File: src/rtl/fetch_stage_pkg.sv
// Shared definitions for the fetch stage and its F/D pipeline register.
//
// Contents:
//   NOP              - instruction word inserted for bubbles and faulted fetches
//   RESET_PC_DEFAULT - default reset PC and instruction-memory base address
//   CNT_W            - width of the performance counters
//
// Optional feature macro used by the files importing this package:
//   FETCH_ADEL_EN    - adds the D_adel fetch-address-error flag
package fetch_stage_pkg;

   localparam logic [31:0] NOP              = 32'h0000_0000;
   localparam logic [31:0] RESET_PC_DEFAULT = 32'h0000_3000;
   localparam int          CNT_W            = 32;

endpackage

File: src/rtl/fetch_stage_fd_reg.sv
// F/D pipeline register: the instruction word, its PC and a valid bit
// handed to the decode stage.
//
// Update priority on each rising edge, highest first:
//   reset == 0 : bubble (NOP, PC 0, invalid)
//   flush      : bubble, even while stalled
//   stall      : hold
//   otherwise  : load load_ins / load_pc, mark valid
//
// Ports:
//   clk, reset (sync, active-low), stall, flush
//   load_ins, load_pc : word and PC captured on a normal load
//   load_adel         : address-error flag captured on a normal load (FETCH_ADEL_EN)
//   D_ins, D_PC, D_valid, D_adel (FETCH_ADEL_EN) : register outputs
//
// Optional feature macro: FETCH_ADEL_EN
module fetch_stage_fd_reg
   import fetch_stage_pkg::*;
(
   input  logic        clk,
   input  logic        reset,
   input  logic        stall,
   input  logic        flush,
   input  logic [31:0] load_ins,
   input  logic [31:0] load_pc,
`ifdef FETCH_ADEL_EN
   input  logic        load_adel,
`endif
   output logic [31:0] D_ins,
   output logic [31:0] D_PC,
   output logic        D_valid
`ifdef FETCH_ADEL_EN
   ,
   output logic        D_adel
`endif
);

   always_ff @(posedge clk) begin
      if (!reset || flush) begin
         D_ins   <= NOP;
         D_PC    <= 32'h0;
         D_valid <= 1'b0;
      end else if (!stall) begin
         D_ins   <= load_ins;
         D_PC    <= load_pc;
         D_valid <= 1'b1;
      end
   end

`ifdef FETCH_ADEL_EN
   always_ff @(posedge clk) begin
      if (!reset || flush) begin
         D_adel <= 1'b0;
      end else if (!stall) begin
         D_adel <= load_adel;
      end
   end
`endif

endmodule

File: src/rtl/fetch_stage.sv
// Instruction-fetch stage of the 5-stage MIPS core, including the F/D
// pipeline register feeding decode.
//
// The PC addresses a combinational instruction memory. A decode-stage
// redirect (br_taken/br_target) has delay-slot semantics: the word fetched in
// the redirect cycle still enters F/D, and the target is fetched next cycle.
// stall freezes the PC and F/D; flush turns F/D into a bubble (the PC still
// obeys stall). fetch_cnt counts normal F/D loads, stall_cnt stalled cycles.
//
// Ports:
//   clk, reset (sync, active-low)
//   stall, flush            : hazard-unit controls
//   br_taken, br_target     : decode-stage redirect
//   im_addr, im_rdata       : instruction-memory word address / data (same cycle)
//   F_PC                    : current fetch PC
//   D_ins, D_PC, D_valid    : F/D register outputs to decode
//   D_adel                  : fetch address error (FETCH_ADEL_EN only)
//   fetch_cnt, stall_cnt    : wrapping performance counters
//
// Optional feature macro: FETCH_ADEL_EN
//   When defined, a misaligned or out-of-memory PC loads a NOP into F/D with
//   D_adel set. When undefined, such PCs fetch from the wrapped word address.
module fetch_stage
   import fetch_stage_pkg::*;
#(
   parameter logic [31:0] RESET_PC  = RESET_PC_DEFAULT,
   parameter int          IM_ADDR_W = 12
) (
   input  logic                 clk,
   input  logic                 reset,
   input  logic                 stall,
   input  logic                 flush,
   input  logic                 br_taken,
   input  logic [31:0]          br_target,
   output logic [IM_ADDR_W-1:0] im_addr,
   input  logic [31:0]          im_rdata,
   output logic [31:0]          F_PC,
   output logic [31:0]          D_ins,
   output logic [31:0]          D_PC,
   output logic                 D_valid,
`ifdef FETCH_ADEL_EN
   output logic                 D_adel,
`endif
   output logic [CNT_W-1:0]     fetch_cnt,
   output logic [CNT_W-1:0]     stall_cnt
);

   logic [31:0] pc_q;
   logic [31:0] pc_off;
   logic [31:0] next_pc;
   logic        load_en;
   logic [31:0] load_ins;

   // Offset from the memory base; its word bits form the memory address and
   // anything beyond the memory simply wraps.
   assign pc_off  = pc_q - RESET_PC;
   assign im_addr = pc_off[IM_ADDR_W+1:2];
   assign F_PC    = pc_q;

   assign next_pc = br_taken ? br_target : pc_q + 32'd4;

   // A redirect seen during a stall is dropped; decode re-presents it.
   always_ff @(posedge clk) begin
      if (!reset) begin
         pc_q <= RESET_PC;
      end else if (!stall) begin
         pc_q <= next_pc;
      end
   end

   assign load_en = !flush && !stall;

`ifdef FETCH_ADEL_EN
   logic pc_faulty;

   // Below-base PCs give a huge unsigned offset, so one upper-bits test
   // covers both ends of the memory window.
   assign pc_faulty = (pc_q[1:0] != 2'b00) || (pc_off[31:IM_ADDR_W+2] != '0);
   assign load_ins  = pc_faulty ? NOP : im_rdata;
`else
   logic unused_pc_off;

   assign unused_pc_off = ^pc_off[31:IM_ADDR_W+2];
   assign load_ins      = im_rdata;
`endif

   logic unused_pc_low;
   assign unused_pc_low = ^pc_off[1:0];

   fetch_stage_fd_reg u_fd_reg (
      .clk      (clk),
      .reset    (reset),
      .stall    (stall),
      .flush    (flush),
      .load_ins (load_ins),
      .load_pc  (pc_q),
`ifdef FETCH_ADEL_EN
      .load_adel(pc_faulty),
`endif
      .D_ins    (D_ins),
      .D_PC     (D_PC),
      .D_valid  (D_valid)
`ifdef FETCH_ADEL_EN
      ,
      .D_adel   (D_adel)
`endif
   );

   always_ff @(posedge clk) begin
      if (!reset) begin
         fetch_cnt <= '0;
         stall_cnt <= '0;
      end else begin
         if (load_en) begin
            fetch_cnt <= fetch_cnt + 1'b1;
         end
         if (stall) begin
            stall_cnt <= stall_cnt + 1'b1;
         end
      end
   end

endmodule

File: config.mk
export PLATFORM = sky130hd
export DESIGN_NAME = fetch_stage
export DESIGN_NICKNAME = d
export VERILOG_FILES = /design/src/rtl/fetch_stage_pkg.sv /design/src/rtl/fetch_stage_fd_reg.sv /design/src/rtl/fetch_stage.sv
export SDC_FILE = /design/constraint.sdc
export NUM_CORES = 1
export LEC_CHECK = 0
export BUFFER_PORTS_ARGS = -buffer_cell sky130_fd_sc_hd__buf_2
export CELL_PAD_IN_SITES_DETAIL_PLACEMENT = 1
export CELL_PAD_IN_SITES_GLOBAL_PLACEMENT = 1
export CORE_MARGIN = 10
export CORE_UTILIZATION = 34
export CTS_CLUSTER_SIZE = 28
export DETAILED_ROUTE_END_ITERATION = 8
export HOLD_SLACK_MARGIN = 0.12
export PLACE_DENSITY_LB_ADDON = 0.1
export SLEW_MARGIN = 20
export SYNTH_ARGS = -nofsm -noshare
export SYNTH_HDL_FRONTEND = slang
export SYNTH_SLANG_ARGS = --single-unit
File: constraint.sdc
create_clock -name clk -period 2 [get_ports clk]
set_clock_uncertainty 0.2 [all_clocks]
set_input_delay 0.1 -clock clk [delete_from_list [all_inputs] [get_ports clk]]
set_output_delay 0.1 -clock clk [all_outputs]
set_load 0.05 [all_outputs]
==> metrics.md <==
| Metric | Value |
|---|---|
| CP required | 2.17 ns |
| TNS Setup | -0.0216 ns |
| Slowest CP cell | or4_4 |
| Crit path time final | 2.01 ns |
| Vias in the first global route | 8552 |
| Critical path arrival | 2.18 ns |
| Area grow syn2layout | 51.3% |
| EDFF count, synth | 0 |
| Crit-path cells | nand4_1 -> or4_4 -> or4_1 -> a21oi_1 |
| Post-route ant nets | 0 |
| HPWL after detailed placement | 19200 um |
| Global route total overflow | 0 |
| Routed WL per cell | 19.5 um |
| DR vias | 8066 |
| Net Switching | 2.44 mW |
| Power share of the combinational group | 14.8% |
| Switching share of power | 30.9% |
| DP Worst Slack | -0.0102 ns |
| Initial antenna violation count | 1 |
| CTS Buf Count | 17 |
| PortBufs | 241 |
| Top Ports | 242 |
| Tcrit/Tclk final | 101% |
| Unrepaired setup endpoints after global routing | yes |
| Pwr per Cell Area | 690 mW/mm^2 |
| Final worst slack | -0.0119 ns |
| Max clock buf depth | 2 |
| WL final | 29500 um |
| R2R setup slack | -0.01 ns |
| Clock sinks | 161 |
| CP peak stage delay | 0.63 ns |
| Die Height | 169 um |
| # fillers | 2574 |
| Final core utilization | 52.3% |
| Vias per std cell | 5.33 |
| Syn Area/Cell | 8.78 um^2 |
| F_max | 497 MHz |
| Crit. End Element | flip-flop |
| Hold EP | fetch_cnt[1] |
| Post-synthesis cell count | 860 |
| DIE WIDTH | 169 um |
| CTS tree | yes |
| Clock power share | 42.8% |
| # DRC | 0 |
| Starting DRT DRC Count | 439 |
| Final net count | 1292 |
| Worst vdd ir | 0.000503 V |
| Seq cells post-synth | 161 |
| Die area | 0.0286 mm^2 |
| Detailed Routing Iterations Pass 1 | 6 |
| Core Rows | 54 |
| Worst Reg-to-Reg Cells | 4 |
| Max Cap Viol | 0 |
| Power share of the sequential group | 42.5% |
| Slew Viols, Final | 0 |
| Crit Path Category | reg -> reg |
| FF-to-FF End | stall_cnt[28] |
| Number of distinct library cells after synthesis | 63 |
| Clock-pin slew on the worst setup and hold paths | 0.08 ns |
| Gpl congestion | 0.771 |
| Internal | 5.44 mW |
| Min-delay src | flush |
| Design Area, Final | 0.0114 mm^2 |
| Sequential cell area | 0.00340 mm^2 |
| Asr flop ratio synth | 0% |
| Syn Nets | 933 |
| CTS H-tree depth | 4 |
| Largest net degree at the start of global routing | 73 |
| Status | complete, but fails checks |
| Primary FF master, synth | dfxtp_1 |
| Share of layout cells above drive strength 1 | 37.5% |
| Core area | 0.0218 mm^2 |
| Multi-input logic area | 0.00410 mm^2 |
| Leakage | 4.94 nW |
| Final setup viols | 2 |
| Tightest Pin Transition | 0.727 ns |
| Seq/Total Area, Yosys | 42.7% |
| Crit-path max FO | 21 |
| Count of final hold-check violations | 0 |
| Relative slew margins | 51.4% |
| DP Area | 0.00958 mm^2 |
| Initial Utilization | 34.6% |
| Mapped cell area | 0.00755 mm^2 |
| First-pass GRT wire length | 46700 um |
| YS warnings | 0 |
| Hold crit path type | in -> reg |
| Worst-Skew Late Latency | 0.43 ns |
| Hold path cells | 4 |
| CP Launch Type | flip-flop |
| Reg2Reg Launch Point | stall_cnt[11] |
| Pwr Total | 7.88 mW |
| Failing checks | setup timing |
| CTS Root Cell | clkbuf_16 |
| Aggregate global-route resource usage | 19.8% |
## layout make-up
| class | instances | area share (%) |
|---|---|---|
| repair buffers | 418 | 25.4 |
| clock inverters | 14 | 1.37 |
| multi-input cells | 606 | 35.9 |
| well taps | 280 | 3.07 |
| diodes | 1 | 0.0219 |
| inverters | 15 | 0.493 |
| flip-flops and latches | 161 | 29.8 |
| clock buffers | 18 | 3.94 |
## power groups by stage
stage | clock, mW | combinational (mW) | sequential (mW)
2_1_floorplan | 0 | 0.419 | 3.68
3_3_place_gp | 0 | 0.992 | 3.42
3_5_place_dp | 0 | 0.998 | 3.42
4_1_cts | 3.48 | 1.15 | 3.35
5_1_grt | 3.62 | 1.25 | 3.36
6_report | 3.37 | 1.16 | 3.35
## cells in the mapped netlist (17+ instances only)
library cell    n  area share, %
a21oi_1        52            3.4
and4_1         17            2.0
clkbuf_1       55            2.7
dfxtp_1       161             43
mux2i_1        76             10
nand2_1        45            2.2
nand2b_1       17            1.4
nand3_1        29            1.9
nand4_1        31            2.6
nor2_1        107            5.3
o21ai_0        18            1.2
o31ai_1        26            2.6
or4_1          32            3.2
## cell families (layout without fill, tap and decap cells)
family                     count (synthesis)  in the layout  synth area share [%]
DFF                                      161            161                  42.7
other                                      0              1                     0
and+or+nand+nor                          339            339                  24.2
xor gates and xnor gates                  20             20                  2.32
AOI/OAI and AO/OA                        166            166                  14.6
muxes                                     77             77                  10.2
adders and majority gates                  4              4                 0.663
buffers and inverters                     93            465                  5.30
## through the flow
| step | hold WS, ns | cells |
|---|---|---|
| finish | 0.101 | 1513 |
| global route | 0.144 | 1513 |
| CTS | 0.0114 | 1505 |
| detailed placement | 0.137 | 1372 |
| global placement | 0.127 | 1372 |
| floorplan | 0.0425 | 860 |
## placed cells by master (no fill, tap or decap), types with 25 or more instances in the layout
cell type and instances:
buf_2 239, dfxtp_1 94, a21oi_1 50, o31ai_1 25
nand2_1 45, nor2_1 106, nand3_1 26, buf_4 73
dfxtp_2 30, or4_1 29, nand4_1 31, dlygate4sd3_1 93
mux2i_1 76, dfxtp_4 37
## state kept, by name (all words and copies together), names as in the netlist
name / flops
stall_cnt: 32
F_PC: 32
fetch_cnt: 32
u_fd_reg.D_ins: 32
u_fd_reg.D_valid: 1
u_fd_reg.D_PC: 32
## critical path, delay by kind of cell, from the launching register on
kind	cells	cell delay, ns
DFF	1	0.35
and+or+nand+nor	3	1.27
AOI/OAI and AO/OA	1	0.13
## worst max path at each step
stage                     depth (start not counted)  slack [ns]            end          start
final                                             4       -0.01  stall_cnt[28]  stall_cnt[11]
after global routing                              4       -0.08  stall_cnt[26]  stall_cnt[11]
after CTS                                         4       -0.01  stall_cnt[26]  stall_cnt[11]
after detailed placement                          5       -0.01       F_PC[26]       F_PC[13]
after global placement                            4      -0.004  stall_cnt[28]  stall_cnt[11]
after floorplan                                   5       -0.12       F_PC[26]        F_PC[6]
## metal layers
layer	wire length [um]	vias up	track usage, %
li1	-	3894	-
met5	0	-	0
met4	373	0	5.18
met2	14700	194	34.2
met3	1610	30	5.03
met1	12800	3948	23.8
## timing repair
action / CTS / global route
hold buffers: 100 / 2
buffers inserted: 1 / 9
pin swaps: 5 / 8
cloned: 0 / 2
hold endpoints to repair: 133 / 47
endpoints found under the setup margin: 5 / 29
gates resized for setup: 3 / 27
(Power assumes the default switching activity.)
